[src/rtl/lcd_rgb_timing.sv]
// RGB-panel timing generator: walks an (h_cnt, v_cnt) raster at two CLK per pixel,
// pulls big-endian RGB565 pixels from the byte FIFO and drives the panel 3 CLK behind the counters.
module lcd_rgb_timing #(
  parameter int H_ACTIVE = 800,
  parameter int H_FP     = 40,
  parameter int H_SYNC   = 48,
  parameter int H_BP     = 40,
  parameter int V_ACTIVE = 480,
  parameter int V_FP     = 13,
  parameter int V_SYNC   = 3,
  parameter int V_BP     = 29,
  parameter int SYNC_POL = 0
) (
  input  logic        CLK,
  input  logic        RST,
  input  logic        FrameCtrl,
  input  logic        FIFO_Empty,
  input  logic [7:0]  FIFO_RData,
  output logic        FIFO_Re,
  output logic        HSYNC,
  output logic        VSYNC,
  output logic        LCD_PCLK,
  output logic        LCD_HSYNC,
  output logic        LCD_VSYNC,
  output logic        LCD_DE,
  output logic [15:0] LCD_RGB,
  output logic        UNDERFLOW
);

  localparam int H_TOTAL = H_ACTIVE + H_FP + H_SYNC + H_BP;
  localparam int V_TOTAL = V_ACTIVE + V_FP + V_SYNC + V_BP;

  localparam logic [10:0] H_LAST     = 11'(H_TOTAL - 1);
  localparam logic [10:0] H_ACT_END  = 11'(H_ACTIVE);
  localparam logic [10:0] HS_START   = 11'(H_ACTIVE + H_FP);
  localparam logic [10:0] HS_END     = 11'(H_ACTIVE + H_FP + H_SYNC);
  localparam logic [9:0]  V_LAST     = 10'(V_TOTAL - 1);
  localparam logic [9:0]  V_ACT_END  = 10'(V_ACTIVE);
  localparam logic [9:0]  VS_START   = 10'(V_ACTIVE + V_FP);
  localparam logic [9:0]  VS_END     = 10'(V_ACTIVE + V_FP + V_SYNC);
  localparam logic        POL        = (SYNC_POL != 0);

  logic        phase, phase_nxt;
  logic [10:0] h_cnt, h_nxt;
  logic [9:0]  v_cnt, v_nxt;
  logic        frame_en, frame_en_cur, frame_start;
  logic        h_act, v_act, rd_req;
  logic        hs_dec, vs_dec;

  // Stage 1: decode of the previous cycle, aligned with FIFO_RData
  logic        s1_phase, s1_re, s1_act, s1_hs, s1_vs;
  // Stage 2: one more cycle of delay for the control outputs
  logic        s2_phase, s2_act, s2_hs, s2_vs;
  logic [7:0]  hi_byte, rd_byte;

  always_comb begin
    phase_nxt = ~phase;
    h_nxt     = h_cnt;
    v_nxt     = v_cnt;
    if (phase) begin
      if (h_cnt == H_LAST) begin
        h_nxt = '0;
        v_nxt = (v_cnt == V_LAST) ? '0 : v_cnt + 10'd1;
      end else begin
        h_nxt = h_cnt + 11'd1;
      end
    end
  end

  // The frame-start cycle itself must already see the freshly sampled gate,
  // otherwise the first high byte of an enabled frame would be skipped.
  assign frame_start  = ~phase && (h_cnt == '0) && (v_cnt == '0);
  assign frame_en_cur = frame_start ? FrameCtrl : frame_en;

  assign h_act   = (h_cnt < H_ACT_END);
  assign v_act   = (v_cnt < V_ACT_END);
  assign rd_req  = h_act & v_act & frame_en_cur & ~RST;
  assign FIFO_Re = rd_req & ~FIFO_Empty;

  assign hs_dec  = (h_cnt >= HS_START) && (h_cnt < HS_END);
  assign vs_dec  = (v_cnt >= VS_START) && (v_cnt < VS_END);

  assign rd_byte = s1_re ? FIFO_RData : 8'h00;

  always_ff @(posedge CLK) begin
    if (RST) begin
      phase     <= 1'b0;
      h_cnt     <= '0;
      v_cnt     <= '0;
      frame_en  <= 1'b0;
      HSYNC     <= 1'b1;
      VSYNC     <= 1'b1;
      UNDERFLOW <= 1'b0;
      s1_phase  <= 1'b0;
      s1_re     <= 1'b0;
      s1_act    <= 1'b0;
      s1_hs     <= 1'b0;
      s1_vs     <= 1'b0;
      s2_phase  <= 1'b0;
      s2_act    <= 1'b0;
      s2_hs     <= 1'b0;
      s2_vs     <= 1'b0;
      hi_byte   <= 8'h00;
      LCD_RGB   <= 16'h0000;
      LCD_DE    <= 1'b0;
      LCD_PCLK  <= 1'b0;
      LCD_HSYNC <= ~POL;
      LCD_VSYNC <= ~POL;
    end else begin
      phase <= phase_nxt;
      h_cnt <= h_nxt;
      v_cnt <= v_nxt;
      if (frame_start) frame_en <= FrameCtrl;

      // Computed from the next counter state so the flags line up with h_cnt/v_cnt
      HSYNC <= (h_nxt >= H_ACT_END);
      VSYNC <= (v_nxt >= V_ACT_END);

      if (rd_req && FIFO_Empty) UNDERFLOW <= 1'b1;

      s1_phase <= phase;
      s1_re    <= FIFO_Re;
      s1_act   <= rd_req;
      s1_hs    <= hs_dec;
      s1_vs    <= vs_dec;

      s2_phase <= s1_phase;
      s2_act   <= s1_act;
      s2_hs    <= s1_hs;
      s2_vs    <= s1_vs;

      LCD_PCLK  <= s2_phase;
      LCD_DE    <= s2_act;
      LCD_HSYNC <= ~(s2_hs ^ POL);
      LCD_VSYNC <= ~(s2_vs ^ POL);

      // Byte arriving for a phase-0 read is the high half; phase-1 completes the pixel
      if (!s1_phase) begin
        hi_byte <= rd_byte;
      end else begin
        LCD_RGB <= s1_act ? {hi_byte, rd_byte} : 16'h0000;
      end
    end
  end

endmodule
[config.mk]
export PLATFORM = sky130hd
export DESIGN_NAME = lcd_rgb_timing
export DESIGN_NICKNAME = d
export VERILOG_FILES = /design/src/rtl/lcd_rgb_timing.sv
export SDC_FILE = /design/constraint.sdc
export NUM_CORES = 1
export LEC_CHECK = 0
export ABC_AREA = 1
export BUFFER_PORTS_ARGS = -buffer_cell sky130_fd_sc_hd__buf_2
export CORE_AREA = 10 10 101 103
export DETAILED_ROUTE_END_ITERATION = 10
export DIE_AREA = 0 0 111 113
export PLACE_DENSITY_LB_ADDON = 0.1
export SETUP_SLACK_MARGIN = 0.3
export SLEW_MARGIN = 15
export SYNTH_ARGS = -nofsm -noshare
export SYNTH_HDL_FRONTEND = slang
export SYNTH_SLANG_ARGS = --single-unit
[constraint.sdc]
create_clock -name CLK -period 2.65 [get_ports CLK]
set_input_delay 0.265 -clock CLK [delete_from_list [all_inputs] [get_ports CLK]]
set_output_delay 0.265 -clock CLK [all_outputs]
set_load 0.02 [all_outputs]
# Word-level counts from Yosys, hierarchy flattened
# Cells that the tools add are included.
# word_totals
rom_bits,0
latch_bits,0
word_cells,58
ram_bits,0
n_memories,0
regBits,63
out_inout_bits,24
inputBits,12
# op_classes
n_mul,0
reduce_logical,7
shifts,0
order_cmp,8
n_mux,8
div_mod_pow,0
addsub,2
bitwise,9
eq_ne,2
# op_table
op,n
two-way mux 10 bit,3
">= comparator 11 x 10 -> 1 bit, second input constant",2
"< comparator 11 x 10 -> 1 bit, second input constant",2
two-way mux 11 bit,2
">= comparator 10 x 9 -> 1 bit, second input constant",2
"< comparator 10 x 9 -> 1 bit, second input constant",2
two-way mux 16 bit,1
"adder 11 x 1 -> 11 bit, second input constant",1
"== test 11 x 10 -> 1 bit, second input constant",1
logical NOT 11 bit,1
"adder 10 x 1 -> 10 bit, second input constant",1
"== test 10 bit, second input constant",1
logical NOT 10 bit,1
two-way mux 8 bit,1
logical AND 1 bit,5
NOT 1 bit,5
bitwise AND 1 bit,4
two-way mux 1 bit,1

# Depth between registers and ports, before layout
# logic_depth
depth_word,7
depth_mapped,11

# Worst setup path after synthesis
# OpenSTA, ideal clock, no wires.
# synth_path
path_kind,register to output
from,register v_cnt[0]
to,output FIFO_Re
path_stages_with_launch,10
path_slack_ns,0.892
n_path_buf,0
arrival_ns,1.493
required_ns,2.385
cell_sequence,dfxtp_1 > inv_1 > ha_1 > nand3_2 > nor2_1 > nand3_1 > a21oi_1 > o21a_2 > nand2_2 > nor2_1
# synth_between
elab_chain_cells,6
word_cells_on_any_way,8
cone_classes,order compare: 1; mux: 1; bitwise: 4; reduce/logical: 2
# synth_lines
element,line,source
from (decl),45,"logic [9:0] v_cnt, v_nxt;"
from (signal assigned),112,v_cnt <= v_nxt;
branches (longest 3 deep; another with < comparator 10 x 9 -> 1 bit),-,
bitwise AND 1 bit (*) (2 in series),77,assign rd_req = h_act & v_act & frame_en_cur & ~RST;
bitwise AND 1 bit (*),78,assign FIFO_Re = rd_req & ~FIFO_Empty;
to (decl),19,"output logic FIFO_Re,"
# Every way passes the cells marked *.

# Worst setup path in the final report
# Ends and elaborated chain as after synthesis.

==> impl_metrics.csv <==
group,metric,value,unit
cts,cts-root-to-sink-buffers,2,
finish,area_growth,17.7,%
finish,fin_util,40.2,%
grt,grt_pass1_vias,2377,
drt,routed_via_density,4.69,
power,reported_leakage_power,1.38,nW
synthesis,synth_edf_count,0,
cts,clk_root_buffer_cell,"clkbuf_8",
finish,nFillCells,866,
timing,achievable_freq,0.460,GHz
timing,timing_worst_slew_pin_value,731,ps
cts,clkLatencyLatePin,340,ps
worst_setup_path,startpoint_type_of_the_worst_setup_path,"flip-flop",
grt,largest_net_degree_at_the_start_of_global_routing,31,
synthesis,yosys_register_bits,63,
worst_setup_path,worst-endpoint-required,2380,ps
timing,final_max_slew_viol_count,0,
timing,layout_min_cycle_time,2180,ps
grt,grt-ovfl-total,0,
drt,avgRoutedWirePerCell,13.5,um
cts,cts-buffers-inserted,9,
synthesis,synthDistinctLibCells,38,
drt,postRouteAntennaNets,0,
synthesis,post_synth_main_area_contributors,"dfxtp_1 (45%), nand2_1 (8.6%), nor2_1 (7.0%), nand3_1 (6.8%), inv_1 (5.4%)",
placement,estimated_wirelength_of_the_detail_placed_design,4920,um
floorplan,design.core.area,8130,um2
drt,drt-total-wl,6760,um
floorplan,fp.dieH,113,um
min_path,min_path_type,"in2reg",
cts,tritoncts,"yes",
worst_setup_path,worst-path-max-fanout,5,
placement,port_buffers,35,
floorplan,placement_rows,33,
drt,detail_route.first_pass.iterations,4,
synthesis,synth_top_area_share,45.4,%
cts,clk_pin_slew_worst_paths,70,ps
floorplan,die_w,111,um
timing,slew_headroom,51.2,%
synthesis,yosys_warnings,0,
placement,routabilityCongestion,0.851,
timing,tns,0,ps
cts,clock_tree.htree_level_count,3,
timing,timing.final.hold_violations,0,
synthesis,synth.yosys.seq_area_share,45.4,%
timing,timing.hold.ws,104,ps
timing,setup_viol_count_final,0,
worst_setup_path,critical_path_class,"reg2out",
power,vdd_drop_max,0.000275,V
synthesis,synthArstFlopShare,0,%
timing,unrepaired_setup_endpoints_after_global_routing,"no",
grt,grt_util_all_layers,10.8,%
synthesis,mappedNetlistArea,2780,um2
floorplan,fp.dieArea,12500,um2
run,max-cap-violations,0,
drt,initialDrtViolationCount,115,
finish,drive_gt1_share,21.7,%
cts,clock-sinks,63,
timing,worst_skew,7.24,ps
synthesis,synthesis.area_per_instance,7.81,um2
synthesis,syn-instance-count,356,
synthesis,yosys.area.top_type,"dfxtp_1",
status,run_status,"finished clean",
drt,drc_errors,0,
timing,finalCritPeriodShare,82.1,%
synthesis,ys.flop_type,"dfxtp_1",
finish,antennaDiodeCount,0,
grt,antenna_found_initial,0,
floorplan,initial_core_util,34.2,%
drt,total_number_of_vias,2354,
floorplan,ios,36,
grt,grt_pass1_wl,11300,um
synthesis,syn_nets,374,
worst_setup_path,arrival,1910,ps
cts,cts_hold_repair.buffers,0,
worst_setup_path,critPathCaptureType,"output port",
power,cellPowerDensity,593,nW/um2
finish,final_net_count,410,
[routing by layer]
| metal | up-vias | GRT usage [%] | routed length (um) |
|---|---|---|---|
| met2 | 60 | 15.8 | 2800 |
| met4 | 0 | 4.86 | 112 |
| met5 | - | 0 | 0 |
| li1 | 1233 | - | - |
| met3 | 9 | 3.75 | 392 |
| met1 | 1052 | 14.0 | 3450 |
[cell type report]
cell class / instances / area [um2] / area share, %
Clock buffer: 10 / 138 / 4.20
Clock inverter: 6 / 70.1 / 2.14
Inverter: 43 / 161 / 4.93
Multi-Input combinational cell: 237 / 1310 / 40.0
Sequential cell: 63 / 1260 / 38.6
Tap cell: 105 / 131 / 4.01
Timing Repair Buffer: 38 / 200 / 6.12
[cells by family after synthesis]
logic type | share of synthesized area (%)
DFF | 45.4
adders and majority gates | 2.70
and+or+nand+nor | 32.9
buffers and inverters | 8.01
AOI/OAI and AO/OA | 9.81
xor gates and xnor gates | 1.26
[flip-flops by register name (all words and copies together) (netlist names), 8 cells and up]
signal,flops
LCD_RGB,16
v_cnt,10
h_cnt,11
hi_byte,8
[cells in the mapped netlist, types with 2 or more instances]
cell type / number
nand2_1: 64
dfxtp_1: 63
nor2_1: 52
inv_1: 40
nand3_1: 38
a21oi_1: 16
o21ai_0: 11
a32oi_1: 8
clkbuf_1: 6
ha_1: 6
nand2_2: 5
buf_2: 4
nand3_2: 4
nand4_1: 4
xor2_1: 4
a2111oi_0: 2
buf_1: 2
inv_2: 2
nor2_4: 2
nor2_8: 2
nor3_1: 2
nor3_2: 2
o21ai_1: 2
[path summary, 6_finish.rpt]
| path | from | end | slack, ps | cells after the start |
|---|---|---|---|---|
| setup / recovery | v_cnt[0] | FIFO_Re | 470 | 10 |
| hold / removal | FIFO_Empty | s1_re | 100 | 2 |
| setup reg to reg | h_cnt[1] | HSYNC | 970 | 10 |
| hold reg to reg | s2_hs | LCD_HSYNC | 370 | 1 |
[worst max-delay path, stage by stage (launching register included)]
cell and delay (ps):
dfxtp_1 360, inv_2 90, ha_2 200, nand3_2 80
nor2_2 110, nand3_2 100, a21oi_2 170, o21a_2 160
nand2_2 60, nor2_1 100, buf_4 150
[per-stage QoR]
step / std cells / total power [W] / cell area [um2] / worst slack (ps)
5_1_grt: 502 / 0.00202 / 3270 / 326
6_report: 502 / 0.00194 / 3270 / 474
3_5_place_dp: 485 / 0.00110 / 3040 / 720
3_3_place_gp: 485 / 0.00110 / 3040 / 727
2_1_floorplan: 356 / 0.00106 / 2780 / 892
4_1_cts: 501 / 0.00196 / 3250 / 342
[cell usage in the layout (no fill, tap or decap), types with 3 or more instances in the layout]
master and instances:
nand4_1 4, ha_1 5, clkinvlp_4 3, a21oi_1 15, o21ai_0 11, buf_4 4, nand3_2 5, clkbuf_8 10
nand3_1 37, nor2_1 51, a32oi_1 8, nand2_2 5, buf_2 34, dfxtp_1 62, nand2_1 64, xor2_1 4
inv_2 4, inv_1 38
[timing repair]
item | CTS | global route
gates resized for setup | 0 | 8
buffers inserted | 0 | 1
endpoints found under the setup margin | 0 | 1
[power breakdown]
part	total, W	switching, W	internal [W]
Clock	0.000857	0.000395	0.000462
Sequential	0.000985	0.0000199	0.000965
Combinational	0.0000989	0.0000650	0.0000339
Total	0.00194	0.000480	0.00146
(Power assumes the default switching activity.)
